--- config.mk ---
export PLATFORM = sky130hd
export DESIGN_NAME = sar_search_4bit
export DESIGN_NICKNAME = d
export VERILOG_FILES = /design/src/rtl/sar_search_4bit.sv
export SDC_FILE = /design/constraint.sdc
export NUM_CORES = 1
export LEC_CHECK = 0
export CORE_MARGIN = 1
export CORE_UTILIZATION = 49
export DETAILED_ROUTE_END_ITERATION = 10
export PLACE_DENSITY = 0.86
export SYNTH_ARGS = -nofsm -noshare
export SYNTH_HDL_FRONTEND = slang
export SYNTH_SLANG_ARGS = --single-unit
export TNS_END_PERCENT = 20
--- constraint.sdc ---
create_clock -name clk -period 2.4 [get_ports clk]
set_input_delay 0.36 -clock clk [delete_from_list [all_inputs] [get_ports clk]]
set_output_delay 0.36 -clock clk [all_outputs]
set_load 0.05 [all_outputs]
--- src/rtl/sar_search_4bit.sv ---
// Successive-approximation search controller: drives a trial operand into an external comparator
// and rebuilds the unknown operand MSB first. Define SAR_EARLY_EXIT_EN to stop as soon as eq is seen.
module sar_search_4bit #(
  parameter int unsigned WIDTH = 4
) (
  input  logic             clk,
  input  logic             rst,
  input  logic             start,
  input  logic             cmp_eq,
  input  logic             cmp_gt,
  input  logic             cmp_sm,
  output logic [WIDTH-1:0] trial,
  output logic             busy,
  output logic             done,
  output logic [WIDTH-1:0] result,
  output logic             err
);

  localparam int unsigned IdxW = (WIDTH > 2) ? $clog2(WIDTH) : 1;

  typedef enum logic [0:0] {StIdle, StSearch} state_e;

  state_e            state_q, state_d;
  logic [WIDTH-1:0]  trial_q, trial_d;
  logic [WIDTH-1:0]  result_q, result_d;
  logic [IdxW-1:0]   idx_q, idx_d;
  logic              done_q, done_d;
  logic              err_q, err_d;
  logic [WIDTH-1:0]  decided;
  logic              flags_ok;

  always_ff @(posedge clk or posedge rst) begin
    if (rst) begin
      state_q  <= StIdle;
      trial_q  <= '0;
      result_q <= '0;
      idx_q    <= IdxW'(WIDTH - 1);
      done_q   <= 1'b0;
      err_q    <= 1'b0;
    end else begin
      state_q  <= state_d;
      trial_q  <= trial_d;
      result_q <= result_d;
      idx_q    <= idx_d;
      done_q   <= done_d;
      err_q    <= err_d;
    end
  end

  always_comb begin
    flags_ok = ({cmp_eq, cmp_gt, cmp_sm} == 3'b100) ||
               ({cmp_eq, cmp_gt, cmp_sm} == 3'b010) ||
               ({cmp_eq, cmp_gt, cmp_sm} == 3'b001);
  end

  always_comb begin
    state_d  = state_q;
    trial_d  = trial_q;
    result_d = result_q;
    idx_d    = idx_q;
    done_d   = 1'b0;
    err_d    = err_q;
    decided  = trial_q;

    unique case (state_q)
      StIdle: begin
        trial_d = '0;
        if (start) begin
          trial_d = {1'b1, {(WIDTH - 1){1'b0}}};
          idx_d   = IdxW'(WIDTH - 1);
          err_d   = 1'b0;
          state_d = StSearch;
        end
      end
      StSearch: begin
        if (!flags_ok) begin
          result_d = '0;
          err_d    = 1'b1;
          done_d   = 1'b1;
          trial_d  = '0;
          state_d  = StIdle;
        end else begin
          // eq and gt both mean the trial bit is not above a, so it stays set
          if (cmp_sm) begin
            decided[idx_q] = 1'b0;
          end
`ifdef SAR_EARLY_EXIT_EN
          if (cmp_eq) begin
            result_d = trial_q;
            done_d   = 1'b1;
            trial_d  = '0;
            state_d  = StIdle;
          end else
`endif
          if (idx_q == '0) begin
            result_d = decided;
            done_d   = 1'b1;
            trial_d  = '0;
            state_d  = StIdle;
          end else begin
            decided[idx_q - 1'b1] = 1'b1;
            trial_d = decided;
            idx_d   = idx_q - 1'b1;
          end
        end
      end
      default: begin
        state_d = StIdle;
        trial_d = '0;
      end
    endcase
  end

  assign trial  = trial_q;
  assign busy   = (state_q == StSearch);
  assign done   = done_q;
  assign result = result_q;
  assign err    = err_q;

endmodule

# [Word level (Yosys, flattened, before mapping)]
# Cells that the tools add are included.
[classes] n_bitwise=4 div_mod_pow=0 n_addsub=1 n_eq_ne=8 n_reduce_logical=8 n_lt_le_gt_ge=4 shifts=0 n_mul=0 muxes=27
[ops] cell="$mux W4" count=8
[ops] cell="$mux W1" count=10
[ops] cell="$pmux W4 S2" count=1
[ops] cell="$lt A2 B3 Y1 const B" count=2
[ops] cell="$mux W2" count=3
[ops] cell="$ne A2 B2 Y1 const B" count=3
[ops] cell="$and A4 B4 Y4" count=1
[ops] cell="$demux W1 S2" count=2
[ops] cell="$ge A2 B1 Y1 const B" count=2
[ops] cell="$ne A2 B1 Y1 const B" count=2
[ops] cell="$not A4 Y4" count=1
[ops] cell="$or A4 B4 Y4" count=1
[ops] cell="$pmux W1 S2" count=2
[ops] cell="$pmux W2 S2" count=1
[ops] cell="$reduce_and A2 Y1" count=2
[ops] cell="$eq A3 B1 Y1 const B" count=1
[ops] cell="$eq A3 B2 Y1 const B" count=1
[ops] cell="$eq A3 B3 Y1 const B" count=1
[ops] cell="$reduce_and A3 Y1" count=1
[ops] cell="$logic_and A1 B1 Y1" count=2
[ops] cell="$logic_not A2 Y1" count=1
[ops] cell="$logic_or A1 B1 Y1" count=2
[ops] cell="$sub A2 B1 Y2 const B" count=1
[ops] cell="$not A1 Y1" count=1
[word_totals] elab_cells=58 in_bits=6 mem_bits_rw=0 register_bits=13 output_inout_bits=11 mem_bits_ro=0 n_memories=0 latchBits=0

# [Longest topological paths before layout]
[depth] ltp_word=13 depth_mapped=5 mapped_depth_nobuf=5

# [Worst setup path after synthesis]
# Ideal clock, no wire load.
[synth_timing] path_type="register to register" startpoint="register state_q, in the netlist busy" endpoint="register result_q[1], in the netlist result[1]" arrival_time_ns=1.477 stages_incl_launch_ff=4 path_buffers=0 setup_ns=0.121 period_less_slack_ns=1.598 required_time_ns=2.279 setup_slack_ns=0.802 cell_sequence="dfrtp_1 inv_1 a311o_2 a22o_1"
[synth_via] elab_chain_len=1
[synth_rtl] item="from (decl)" line_no="23" source="state_e state_q, state_d;"
[synth_rtl] item="from (signal assigned)" line_no="34" source="state_q <= StIdle;"
[synth_rtl] item="from (signal assigned)" line_no="41" source="state_q <= state_d;"
[synth_rtl] item="$reduce_and A2 Y1 (no line)"
[synth_rtl] item="to (signal assigned)" line_no="43" source="result_q <= result_d;"
[synth_rtl] item="to (decl)" line_no="25" source="logic [WIDTH-1:0] result_q, result_d;"
# Every way passes these cells.
# A chain may end at the register's enable or synchronous reset.

# [Worst setup path after layout]
[layout_timing] startpoint="register state_q, in the netlist busy" endpoint="output busy"
[layout_rtl] item="to (decl)" line_no="13" source="output logic busy,"
# No word-level cell between the ends.

==> results by stage <==
Synthesis:
- Counting flops with a built-in enable in the synthesized netlist gives 0.
- In the synthesized netlist, the cells that appear most often are dfrtp_1 (11), inv_1 (8), ha_1 (4).
- The share of Yosys cell area claimed by the top area cell type is 42.5%.
- The dominant register cell in the synthesized netlist is dfrtp_1.
- Averaged over all synthesized cells, the footprint is 11.0 um^2.
- Of all cell types, the one taking the most synthesized area is dfrtp_1.
- The most numerous cell in the Yosys netlist is dfrtp_1.
- During synthesis, Yosys emitted a total of 0 warnings.
- The distinct cell type count of the synthesized netlist is 25.
- The cell area after synthesis is 648 um^2.
- The portion of the post-synthesis area used by sequential elements is 50.6%.
- The async set-reset flop share out of synthesis is 100%.
- After synthesis, the cell types taking the most area are dfrtp_1 (42%), dfstp_2 (8.1%), ha_1 (7.7%), inv_1 (4.6%), a22o_1 (4.1%).
- When the netlist entered floorplanning its net count stood at 69.
- Synthesis handed over a netlist of 59 instances.
- The number of register bits inferred by synthesis is 13.

Power and ir drop:
- The design draws 0.957 mW.
- The areal power density over the cells is 1130 nW/um^2.
- The maximum resistive drop on vdd is 0.000837 V.
- The combinational fraction of design power is 48.7%.
- The clock network burns 13.9% of the power.
- Of the total power, the share spent switching nets is 45.4%.
- The analysis attributes to cell leakage a power of 0.388 nW.
- The internal power component is 0.523 mW.
- Of the total power, registers draw 37.5%.
- For this design the total switching power over the nets is 0.434 mW.

Global route:
- In the global route stage, overall resource usage came out at 24.0%.
- The global route total overflow is 0.
- The met1 layer usage reported by global route is 27.8%.
- The via count of the first global-routing pass is 543.
- met2 is the most crowded layer.
- The met3 usage in global routing is 9.30%.
- The number of antenna violations at the first check in global routing came to 0.
- The first global-routing pass estimated 2330 um of wire.
- Global routing consumed, on the met2 layer, 40.7% of the routing resources.
- Entering global routing, the biggest net connects 14 pins.

Clocking:
- For the worst-skew pair, the clock arrives at the later sink with an insertion delay of 270 ps.
- The post-CTS resize count is 0.
- The clock drives 13 sinks.
- The number of H-tree levels is 1.
- The hold-fix buffer count after cts is 0.
- TritonCTS built the clock tree.
- Clock-pin slew was measured on the worst setup and hold paths at 80 ps.
- In this run the post-CTS setup repair buffer count came out at 0.
- The root cell of the clock tree is clkbuf_4.
- The CTS buffer count is 3.
- The largest buffer count on any clock path is 2.

Timing:
- The clock period minus worst slack is 1980 ps.
- The final worst-path cycle share is 82.4%.
- The worst pin sits at a relative slew slack of 65.7%.
- For the pin with the worst max-slew slack, the measured transition is 510 ps.
- Across all hold checks on the routed design, the worst slack comes to 405 ps.
- The maximum clock frequency is 506 MHz.
- The summed negative setup slack over all endpoints is 0 ps.
- The final count of hold timing violations is 0.
- Setup violations remaining at the end of the flow were counted as 0.
- The final number of max-transition violations is 0.
- Setup repair after global routing left no endpoint under its margin.
- The clock tree skew after final layout is 4.73 ps.

Worst setup path:
- The number of cells on the worst reg-to-reg path is 5.
- Counting both buffers and inverters, the worst setup path holds a total of 1.
- The arrival time at the worst endpoint is 1620 ps.
- The slowest stage of the critical path is the clkdlybuf4s50_1 cell.
- The startpoint-to-endpoint class of the critical path is reg2out.
- The worst register-to-register path ends at busy.
- Walking the worst path, the cells encountered are clkdlybuf4s50_1.
- The capturing element type of the critical path is an output port.
- STA classifies the critical path startpoint as a flip-flop.
- In this design, the stage delay of the slowest critical-path cell is 860 ps.
- The cell type group with the largest total delay on the critical path is buffers and inverters.
- The highest net fanout along the worst path is 8.
- The setup slack of the worst register-to-register path is 620 ps.
- In this run the critical register-to-register path is launched from idx_q[0].
- STA puts the critical path data required time at 2040 ps.

Drt:
- In the final routed layout, each cell accounts on average for 15.2 um.
- The total vias in the final route is 535.
- The average vias per placed instance is 5.82.
- The total detailed-routing wirelength is 1400 um.
- After detailed routing, the number of remaining DRC violations is 0.
- In this run the remaining antenna-violating nets after routing total 0.
- The first TritonRoute pass finished after 3 iterations.
- The count of routing violations after the opening detailed-route iteration is 8.

Min path:
- The path class of the tightest hold or removal check is in2async.

Run status:
- The flow ran to the end, and the final reports show no timing, DRC or antenna violations.

Final layout:
- After routing the design area is 847 um^2.
- The count of nets after finishing is 89.
- The area of the multi-input gates is 285 um^2.
- The layout filler cell count is 90.
- The antenna cell count is 0.
- The area growth from synthesis to final layout is 30.7%.
- The share of layout cells above drive strength 1 is 7.69%.
- Across the whole layout, storage elements account for 328 um^2.

Floorplanning:
- Row generation in the floorplan step produced 12 rows.
- The area of the die is 1470 um^2.
- Measured along the x axis, the die boundary spans 38.4 um.
- The core footprint is 1170 um^2.
- 17 I/O pins were placed.
- Measured along the y axis, the die boundary spans 38.4 um.
- The initial utilization of the core area, before any placement, comes to 55.3%.

Placement:
- After detailed placement, the total cell area comes to 821 um^2.
- Port buffering added 16 buffers.
- Routability-driven placement finished with a final weighted congestion of 0.894.
- The total half-perimeter wirelength after legalization and detailed placement is 1030 um.

Run:
- The count of maximum capacitance violations is 0.
==> metrics by stage <==
step | utilization, % | std cells | setup slack (ps)
3_3_place_gp | 70.1 | 88 | 454
3_5_place_dp | 70.1 | 88 | 414
2_1_floorplan | - | 59 | 802
5_1_grt | 72.3 | 92 | 378
6_report | 72.3 | 92 | 422
4_1_cts | 72.3 | 92 | 408
==> power groups by stage <==
stage	clock network [mW]	registers [mW]	logic (mW)
2_1_floorplan	0	0.494	0.173
3_3_place_gp	0	0.357	0.459
3_5_place_dp	0	0.358	0.464
4_1_cts	0.137	0.356	0.468
5_1_grt	0.145	0.366	0.504
6_report	0.133	0.359	0.466
==> worst max path at each step <==
stage | endpoint | cells past startpoint | from | slack, ps
floorplan | result[1] | 3 | busy | 800
global placement | result[3] | 4 | cmp_sm | 450
detailed placement | result[1] | 4 | cmp_sm | 410
CTS | busy | 1 | busy | 410
global route | busy | 1 | busy | 380
finish | busy | 1 | busy | 420
==> metal layers <==
layer | up-vias | wire length, um
li1 | 254 | -
met1 | 264 | 611
met2 | 15 | 704
met3 | 2 | 71
met4 | 0 | 9
met5 | - | 0
==> layout make-up <==
class	count	area share [%]
clock buffer	4	3.10
inverter	8	3.55
multi-input combinational	37	33.7
sequential	13	38.7
tap	14	2.07
timing repair buffer	16	18.9
==> kinds of logic (layout without fill, tap and decap cells) <==
family	count (synthesis)	count (layout)	synth area share, %
AOI/OAI and AO/OA	22	22	26.4
DFF	13	13	50.6
and+or+nand+nor	9	9	6.95
buffers and inverters	9	28	5.40
adders and majority gates	4	4	7.72
xor gates and xnor gates	1	1	1.35
muxes	1	1	1.54
==> registers in the layout, summed over array words and instances (netlist names) <==
signal	flops
busy	1
done	1
err	1
idx_q	2
result	4
trial	4
==> placed cells by master (no fill, tap or decap) <==
master	netlist	final
a21boi_0	2	2
a21boi_1	1	1
a21oi_1	2	2
a22o_1	3	3
a311o_2	1	1
a32o_1	2	2
and3b_1	1	1
clkbuf_1	0	1
clkbuf_4	0	3
clkdlybuf4s50_1	0	16
dfrtp_1	11	11
dfstp_2	2	2
ha_1	4	4
inv_1	8	8
mux2i_1	1	1
nand2_1	3	3
nand3_1	1	1
nor2_1	3	3
nor4b_1	1	1
o2111a_1	1	1
o2111ai_1	1	1
o211a_1	1	1
o211ai_1	3	3
o21a_1	1	1
o21ai_0	3	3
o22ai_1	1	1
xor2_1	1	1
Power figures use the tool's default switching activity.
